==> config.mk <==
export PLATFORM = sky130hd
export DESIGN_NAME = adc_tone_meter
export DESIGN_NICKNAME = d
export VERILOG_FILES = /design/src/rtl/nco_pkg.sv /design/src/rtl/zero_cross_det.sv /design/src/rtl/adc_tone_meter.sv
export SDC_FILE = /design/constraint.sdc
export NUM_CORES = 1
export LEC_CHECK = 0
export ABC_CLOCK_PERIOD_IN_PS = 4900
export BUFFER_PORTS_ARGS = -buffer_cell sky130_fd_sc_hd__buf_2
export CAP_MARGIN = 30
export CELL_PAD_IN_SITES_DETAIL_PLACEMENT = 1
export CELL_PAD_IN_SITES_GLOBAL_PLACEMENT = 1
export CORE_MARGIN = 1.5
export CORE_UTILIZATION = 48
export CTS_BUF_LIST = sky130_fd_sc_hd__clkbuf_16
export CTS_CLUSTER_SIZE = 14
export DETAILED_ROUTE_END_ITERATION = 12
export PLACE_DENSITY_LB_ADDON = 0.1
export SLEW_MARGIN = 20
export SYNTH_ARGS = -nofsm -noshare
export SYNTH_HDL_FRONTEND = slang
export SYNTH_SLANG_ARGS = --single-unit
==> constraint.sdc <==
create_clock -name i_clk -period 4.9 [get_ports i_clk]
set_input_delay 0.49 -clock i_clk [delete_from_list [all_inputs] [get_ports i_clk]]
set_output_delay 0.49 -clock i_clk [all_outputs]
set_load 0.01 [all_outputs]
==> src/rtl/nco_pkg.sv <==
// Definitions shared between the NCO/DAC tone generator and the ADC tone meter.
package nco_pkg;
   localparam int PHASE_W    = 32;
   localparam int STEP_SHIFT = 22;
   localparam int DAC_W      = 14;

   typedef enum logic [1:0] {WAIT_LOCK, GATE, REPORT} meter_state_t;
   typedef enum logic {NEG, POS} level_t;

   // Offset binary to two's complement: flip the MSB.
   function automatic logic signed [DAC_W-1:0] ob_to_signed(input logic [DAC_W-1:0] s);
      return {~s[DAC_W-1], s[DAC_W-2:0]};
   endfunction

   // Nominal count per gate is 16*sw, so round count/16 to the nearest step.
   function automatic logic [3:0] sw_from_count(input logic [15:0] c);
      logic [16:0] r;
      r = ({1'b0, c} + 17'd8) >> 4;
      return (r > 17'd15) ? 4'd15 : r[3:0];
   endfunction
endpackage

==> src/rtl/zero_cross_det.sv <==
// Registered ADC input stage with a hysteretic rising zero-crossing detector.
module zero_cross_det
   import nco_pkg::*;
#(
   parameter int DATA_W = DAC_W,
   parameter int HYST   = 256
) (
   input  logic              i_clk,
   input  logic              i_rst_n,
   input  logic [DATA_W-1:0] adc_data,
   input  logic              adc_valid,
   output logic              rise
);
   localparam logic signed [DATA_W-1:0] HYST_POS = DATA_W'(HYST);
   localparam logic signed [DATA_W-1:0] HYST_NEG = -HYST_POS;

   logic [DATA_W-1:0]        data_q;
   logic                     valid_q;
   level_t                   level;
   logic signed [DATA_W-1:0] sample;

   assign sample = ob_to_signed(data_q);

   always_ff @(posedge i_clk) begin
      if (!i_rst_n) begin
         data_q  <= '0;
         valid_q <= 1'b0;
         level   <= NEG;
         rise    <= 1'b0;
      end else begin
         data_q  <= adc_data;
         valid_q <= adc_valid;
         rise    <= 1'b0;
         if (valid_q) begin
            if (level == NEG && sample >= HYST_POS) begin
               level <= POS;
               rise  <= 1'b1;
            end else if (level == POS && sample <= HYST_NEG) begin
               level <= NEG;
            end
         end
      end
   end
endmodule

==> src/rtl/adc_tone_meter.sv <==
// Measures the frequency of the NCO tone seen on the ADC: gated crossing count,
// last period in clocks, and the estimated NCO step setting.
//
// state     | meaning
// WAIT_LOCK | waiting for an aligning rising crossing
// GATE      | counting crossings inside the gate window
// REPORT    | publish results; first cycle of the next window
module adc_tone_meter
   import nco_pkg::*;
#(
   parameter int DATA_W      = DAC_W,
   parameter int HYST        = 256,
   parameter int GATE_CYCLES = 16384,
   parameter int PER_W       = 16,
   parameter int TIMEOUT     = 65535
) (
   input  logic              i_clk,
   input  logic              i_rst_n,
   input  logic [DATA_W-1:0] adc_data,
   input  logic              adc_valid,
   output logic              o_clk_to_adc,
   output logic [15:0]       cross_count,
   output logic [PER_W-1:0]  period,
   output logic [3:0]        sw_est,
   output logic              no_signal,
   output logic              meas_valid
);
   localparam int GATE_W = $clog2(GATE_CYCLES);
   localparam int TO_W   = $clog2(TIMEOUT + 1);
   localparam logic [GATE_W-1:0] GATE_LAST = GATE_W'(GATE_CYCLES - 1);
   localparam logic [PER_W-1:0]  PER_MAX   = '1;
   localparam logic [TO_W-1:0]   TO_LAST   = TO_W'(TIMEOUT - 1);
   localparam logic [TO_W-1:0]   TO_SAT    = TO_W'(TIMEOUT);

   logic              rise;
   logic              timeout_hit;
   logic              have_ref;
   meter_state_t      state;
   logic [GATE_W-1:0] gate_cnt;
   logic [15:0]       count;
   logic [PER_W-1:0]  per_cnt;
   logic [TO_W-1:0]   to_cnt;

   assign o_clk_to_adc = ~i_clk;

   zero_cross_det #(
      .DATA_W (DATA_W),
      .HYST   (HYST)
   ) u_zcd (
      .i_clk     (i_clk),
      .i_rst_n   (i_rst_n),
      .adc_data  (adc_data),
      .adc_valid (adc_valid),
      .rise      (rise)
   );

   // The timeout counter parks at TIMEOUT so the timeout report fires only once.
   assign timeout_hit = !rise && (to_cnt == TO_LAST);

   always_ff @(posedge i_clk) begin
      if (!i_rst_n) begin
         state       <= WAIT_LOCK;
         gate_cnt    <= '0;
         count       <= '0;
         per_cnt     <= '0;
         to_cnt      <= '0;
         have_ref    <= 1'b0;
         cross_count <= '0;
         period      <= '0;
         sw_est      <= '0;
         no_signal   <= 1'b0;
         meas_valid  <= 1'b0;
      end else begin
         meas_valid <= 1'b0;

         if (rise) begin
            per_cnt  <= '0;
            have_ref <= 1'b1;
            if (have_ref)
               period <= (per_cnt == PER_MAX) ? PER_MAX : per_cnt + PER_W'(1);
         end else if (per_cnt != PER_MAX) begin
            per_cnt <= per_cnt + PER_W'(1);
         end

         if (rise)
            to_cnt <= '0;
         else if (to_cnt != TO_SAT)
            to_cnt <= to_cnt + TO_W'(1);

         if (rise)
            no_signal <= 1'b0;
         else if (timeout_hit) begin
            no_signal <= 1'b1;
            have_ref  <= 1'b0;
         end

         if (timeout_hit) begin
            state       <= WAIT_LOCK;
            count       <= '0;
            cross_count <= '0;
            sw_est      <= '0;
            meas_valid  <= 1'b1;
         end else begin
            case (state)
               WAIT_LOCK: begin
                  if (rise) begin
                     gate_cnt <= '0;
                     count    <= '0;
                     state    <= GATE;
                  end
               end
               GATE: begin
                  if (rise && count != 16'hFFFF)
                     count <= count + 16'd1;
                  if (gate_cnt == GATE_LAST)
                     state <= REPORT;
                  else
                     gate_cnt <= gate_cnt + GATE_W'(1);
               end
               REPORT: begin
                  cross_count <= count;
                  sw_est      <= sw_from_count(count);
                  meas_valid  <= 1'b1;
                  count       <= rise ? 16'd1 : 16'd0;
                  gate_cnt    <= GATE_W'(1);
                  state       <= GATE;
               end
               default: state <= WAIT_LOCK;
            endcase
         end
      end
   end
endmodule
==> metrics.md, run 1 <==
| Metric | Value |
|---|---|
| Status | `finished clean` |
| WL final | `approximately 15000 µm` |
| H-tree levels | `4` |
| Leakage | `2.44 nW` |
| Worst Max-Slew Pin Slew | `936 ps` |
| Most common flop cell mapped by yosys | `dfxtp_1` |
| RePlAce Congestion | `0.782` |
| CP Data Arrival Time | `3000 ps` |
| WL/cell | `18.0 µm` |
| First-pass GRT wire length | `24400 µm` |
| Num rows | `38` |
| HP Class | `in2reg` |
| Vias | `just under 5000` |
| Crit-path cells | `clkbuf_16 > clkbuf_16 > inv_1 > buf_2` |
| Skew final | `between 7 and 8 ps` |
| DPL Wire Length | `9680 µm` |
| Initial Util | `approximately half` |
| Layout cells sized above 1 | `14.2%` |
| Vert. Die Dim | `approximately 110 µm` |
| Setup TNS Final | `0 ps` |
| Delay of the slowest critical-path stage | `200 ps` |
| Sequential fraction of the synthesis area | `between 40% and 50%` |
| Critical Path Start Type | `clock port` |
| FILL cells | `roughly 1300` |
| Footprint of the multi-input gates | `2890 µm²` |
| Synthesized instance count | `639` |
| CP max-delay cell | `clkbuf_16` |
| GRT Resource Usage Total | `26.4%` |
| Max_cap viols | `0` |
| Slew margin rel. | `37.6%` |
| Unrepaired setup endpoints after global routing | `false` |
| DRT iter0 DRCs | `195` |
| CP most frequent cell | `clkbuf_16` |
| IO Pins | `56` |
| Post-synth top area cell | `dfxtp_1` |
| Most frequent cells in the layout | `dfxtp_1 (120), nor2_1 (82), buf_2 (56)` |
| Final nets | `705` |
| Netlist cell types | `59` |
| Clock slew at reported path FFs | `50 ps` |
| DRC violations left | `0` |
| Number of global-route vias before repair | `4919` |
| Synth top area cells | `dfxtp_1 (43%), nor2_1 (5.6%), a21oi_1 (4.6%)` |
| Drt pass-1 iters | `4` |
| Req. time, crit path | `4410 ps` |
| Share of flip-flops with an asynchronous set or reset | `0%` |
| Slew Viols, Final | `0` |
| Critical path class | `clk2out` |
| Via density | `5.92` |
| Warnings from Yosys | `0` |
| Antenna Cells | `0` |
| P per Cell Area | `365 nW/µm²` |
| Post-synth EDFFs | `0` |
| Chip width | `110 µm` |
| Total CTS buffers | `17` |
| CTS resizes | `0` |
| Worst IR drop on VDD | `between 0.3 and 0.4 mV` |
| Avg Cell Area, Syn | `8.64 µm²` |
| Initial antenna violation count | `0` |
| Flops & latches, synth | `120` |
| Root buf cell | `clkbuf_16` |
| Congestion Overflow GR | `0` |
| Syn_nets | `666` |
| Largest net degree at the start of global routing | `39` |
| Post-CTS Setup Bufs | `0` |
| Die ar. | `12200 µm²` |
| FF+latch area | `2400 µm²` |
| Crit path max fanout | `16` |
| Critical path endpoint category | `primary output` |
| Clock Path Buffers | `2` |
| Clock Latency Late Sink | `420 ps` |
| Commonest non-fill, non-tap cell in the layout | `dfxtp_1` |
| Worst Hold Slack | `279 ps` |
| Area after DPL | `5810 µm²` |
| PortBufs | `55` |
| Design area | `6410 µm²` |
| Post-synth top area share | `approximately 43%` |
| Non-Filler Instances | `831` |
| Cell Area, Synth | `5520 µm²` |
| CTS tree | `yes` |
| Antenna viol nets, final | `0` |
| Placed Cells incl. Taps | `798` |
| Core area | `11000 µm²` |
| Synth-to-layout area growth | `16.1%` |
| Hold Violations, Final | `0` |
| Hold buffers post-CTS | `0` |
| Setup violators final | `0` |
-- metrics by stage --
stage / setup slack (ps) / utilization [%] / power (W)
global route: 1390 / 58.1 / 0.00241
detailed placement: 1800 / 52.7 / 0.00109
CTS: 1400 / 58.1 / 0.00236
finish: 1410 / 58.1 / 0.00234
global placement: 1830 / 52.7 / 0.00109
floorplan: 1890 / - / 0.00107
-- cells by family (layout without fill, tap and decap cells) --
logic type / after synthesis / after routing / share of synthesized area (%)
buf+inv: 52 / 104 / 4.14
fa+ha+maj: 10 / 10 / 2.27
mux: 21 / 21 / 3.81
flops: 120 / 120 / 43.5
simple gates: 261 / 261 / 25.4
xor+xnor: 26 / 26 / 4.12
compound gates: 149 / 149 / 16.8
-- cell type report --
class | instances | share of cell area (%)
repair buffers | 57 | 4.53
clock inverters | 16 | 2.69
multi-input cells | 467 | 45.1
well taps | 140 | 2.73
flip-flops and latches | 120 | 37.5
clock buffers | 18 | 6.71
inverters | 13 | 0.761
-- layer usage --
layer	wire length, µm	track usage [%]	vias to the layer above
met1	6820	32.7	2411
met4	277	10.7	0
met2	7280	43.6	88
li1	-	-	2394
met3	550	6.76	23
met5	0	0	-
-- report_power, final --
group          internal, W  switching [W]  leakage [nW]
Sequential        0.000989     0.00000978         0.972
Clock             0.000840       0.000444         0.319
Combinational    0.0000209      0.0000392          1.15
Total              0.00185       0.000493          2.44
-- synth_stat cells (2+ instances only) --
| cell type | n |
|---|---|
| a2111oi_0 | 2 |
| a211o_1 | 2 |
| a211oi_1 | 10 |
| a21oi_1 | 51 |
| a311oi_1 | 4 |
| a31o_2 | 3 |
| a31oi_1 | 11 |
| a32o_1 | 2 |
| and2_1 | 19 |
| and3_1 | 8 |
| and4_1 | 6 |
| buf_2 | 9 |
| buf_4 | 4 |
| clkbuf_1 | 24 |
| dfxtp_1 | 120 |
| ha_1 | 10 |
| inv_1 | 13 |
| mux2i_1 | 21 |
| nand2_1 | 37 |
| nand2b_1 | 8 |
| nand3_1 | 28 |
| nand3b_1 | 2 |
| nand4_1 | 21 |
| nor2_1 | 82 |
| nor2b_1 | 3 |
| nor3_1 | 11 |
| nor3b_1 | 2 |
| nor4_1 | 5 |
| nor4_4 | 3 |
| o211ai_1 | 9 |
| o21a_1 | 4 |
| o21ai_0 | 35 |
| o31ai_1 | 4 |
| o32ai_1 | 2 |
| or3_1 | 8 |
| or4_1 | 9 |
| xnor2_1 | 13 |
| xor2_1 | 13 |
-- registers in the layout, summed over array words and instances (netlist names), 2 cells and up --
signal	flops
to_cnt	16
u_zcd.data_q	14
sw_est	4
period	16
cross_count	16
gate_cnt	14
per_cnt	16
count	16
state	2
-- critical path: cells and delay by family --
| kind | cells | cell delay (ps) |
|---|---|---|
| buffers and inverters | 4 | 530 |
-- path summary, 6_finish.rpt --
kind	startpoint	endpoint	slack [ps]	depth (start not counted)
setup / recovery	i_clk	o_clk_to_adc	1410	4
hold reg to reg	u_zcd.level	u_zcd.rise	460	1
setup reg to reg	to_cnt[8]	count[6]	2340	5
hold / removal	adc_data[4]	u_zcd.data_q[4]	280	2
Power figures use the tool's default switching activity.
==> inputs of run 2 (changes only) <==
ABC_CLOCK_PERIOD_IN_PS = 3200   (was 4900)
CORE_UTILIZATION = 40   (was 48)
clock period = 3.2 ns   (was 4.9 ns; I/O delays follow)
==> run 2 against run 1 <==
- power up 51%
- core utilization down 9.6 points
- sequential power up 53%
- flip-flop and latch count unchanged
- hold slack worse by 170 ps
- sequential share of layout area down 0.38 points
- via count down 2.1%
- cell area up 1.0%
- first-iteration DRC count up 34%
- critical path depth unchanged
- critical path type unchanged
- largest power group unchanged
==> metrics.md, run 2 (same netlist as run 1, synthesis figures left out) <==
| Metric | Value |
|---|---|
| Critical path endpoint category | `primary output` |
| Fin util | `48.5%` |
| PortBufs | `55` |
| H-tree levels | `4` |
| Gate power share | `2.7%` |
| Req. time, crit path | `2880 ps` |
| FF+latch area | `~2400 µm²` |
| HP Class | `in2reg` |
| Worst IR drop on VDD | `0.346 mV` |
| Die ar. | `14500 µm²` |
| Slew margin rel. | `41.3%` |
| WL final | `14500 µm` |
| Drt pass-1 iters | `4` |
| Setup violators final | `0` |
| Num rows | `between 40 and 50` |
| DRC violations left | `0` |
| Max_cap viols | `0` |
| Post-CTS Setup Bufs | `0` |
| CTS resizes | `0` |
| RePlAce Congestion | `0.808` |
| CP bufs+invs | `4` |
| Total CTS buffers | `17` |
| Antenna viol nets, final | `0` |
| Delay of the slowest critical-path stage | `around 200 ps` |
| Skew final | `between 4 and 5 ps` |
| CP max-delay cell | `clkbuf_16` |
| Setup TNS Final | `0 ps` |
| Most frequent cells in the layout | `dfxtp_1 (120), nor2_1 (82), buf_2 (55)` |
| WL/cell | `approximately 17 µm` |
| Largest net degree at the start of global routing | `39` |
| Clock power share | `54.2%` |
| Initial Util | `41.4%` |
| Final nets | `709` |
| Vert. Die Dim | `121 µm` |
| Footprint of the multi-input gates | `2890 µm²` |
| IO Pins | `56` |
| Vias | `between 4000 and 5000` |
| DRT iter0 DRCs | `~260` |
| Layout cells sized above 1 | `15.4%` |
| GRT Resource Usage Total | `21.8%` |
| CTS tree | `yes` |
| FILL cells | `1605` |
| Worst r2r src | `state[0]` |
| Initial antenna violation count | `0` |
| Clock Path Buffers | `2` |
| Crit-path cells | `clkbuf_16 > clkbuf_16 > inv_1 > buf_2` |
| Launch point of the worst path | `i_clk` |
| CP most frequent cell | `clkbuf_16` |
| Core area | `13300 µm²` |
| Unrepaired setup endpoints after global routing | `false` |
| Status | `finished clean` |
| Critical Path Start Type | `clock port` |
| Final Power | `between 0.003 and 0.004 W` |
| Clock Latency Late Sink | `about 420 ps` |
| Sw power | `0.000780 W` |
| P per Cell Area | `around 550 nW/µm²` |
| Via density | `between 5 and 6` |
| Critical path class | `clk2out` |
| Family with the most delay on the worst path | `buffers and inverters` |
| Worst Max-Slew Pin Slew | `slightly below 900 ps` |
| Hold Violations, Final | `0` |
| Leakage | `2.42 nW` |
| Pint | `0.00277 W` |
| Number of global-route vias before repair | `5061` |
| Crit path max fanout | `16` |
| Commonest non-fill, non-tap cell in the layout | `dfxtp_1` |
| Seq pwr share | `43.1%` |
| Antenna Cells | `0` |
| Hold buffers post-CTS | `0` |
| Chip width | `~120 µm` |
| First-pass GRT wire length | `25000 µm` |
| Synth-to-layout area growth | `17.3%` |
| Clock slew at reported path FFs | `50 ps` |
| Root buf cell | `clkbuf_16` |
| Congestion Overflow GR | `0` |
| R2R Setup Slk | `850 ps` |
| Sw Share | `22.0%` |
| DPL Wire Length | `10000 µm` |
| CP Data Arrival Time | `2150 ps` |
| Worst Min Path Start | `adc_data[11]` |
| Slew Viols, Final | `0` |
-- run 2: cell count changes in the layout (fill, tap and decap cells not counted), sizes merged --
cell | previous run | this run
buf | 58 | 62
inv | 18 | 14
clkinvlp | 0 | 4
clkinv | 7 | 8
bufinv | 4 | 3
-- run 2: cell type report --
type / count / area share (%)
clock buffer: 18 / 6.64
clock inverter: 16 / 2.49
inverter: 13 / 0.753
multi-input combinational: 467 / 44.7
sequential: 120 / 37.1
tap: 176 / 3.40
timing repair buffer: 61 / 4.98
-- run 2: worst reg2reg max path, stage by stage (launching register included) --
cell	delay [ps]
dfxtp_1	370
inv_1	90
ha_1	370
nand2_1	350
nor4_4	610
nand2_1	150
o32ai_1	310
-- run 2: worst paths after layout --
path	endpoint	depth (start not counted)
setup reg to reg	gate_cnt[3]	6
hold / removal	u_zcd.data_q[11]	2
setup / recovery	o_clk_to_adc	4
hold reg to reg	gate_cnt[8]	2
-- run 2: metal layers --
layer	track usage, %	up-vias	wire length [µm]
li1	-	2393	-
met1	26.9	2321	6620
met2	36.2	77	7150
met3	5.19	24	478
met4	9.26	0	284
met5	0	-	0
-- run 2: per-stage QoR --
stage	std cells	hold slack [ps]	setup WS, ps	instance area (µm²)
floorplan	639	364	1210	5520
global placement	839	437	963	5900
detailed placement	839	446	818	5900
CTS	871	92.7	712	6480
global route	871	95.7	690	6480
finish	871	109	726	6480
-- run 2: power groups by stage --
stage,logic (W),registers (W),clock network (W)
2_1_floorplan,0.0000666,0.00155,0.0000123
3_3_place_gp,0.0000950,0.00156,0.0000227
3_5_place_dp,0.0000978,0.00156,0.0000227
4_1_cts,0.0000989,0.00153,0.00197
5_1_grt,0.000111,0.00153,0.00204
6_report,0.0000970,0.00153,0.00192
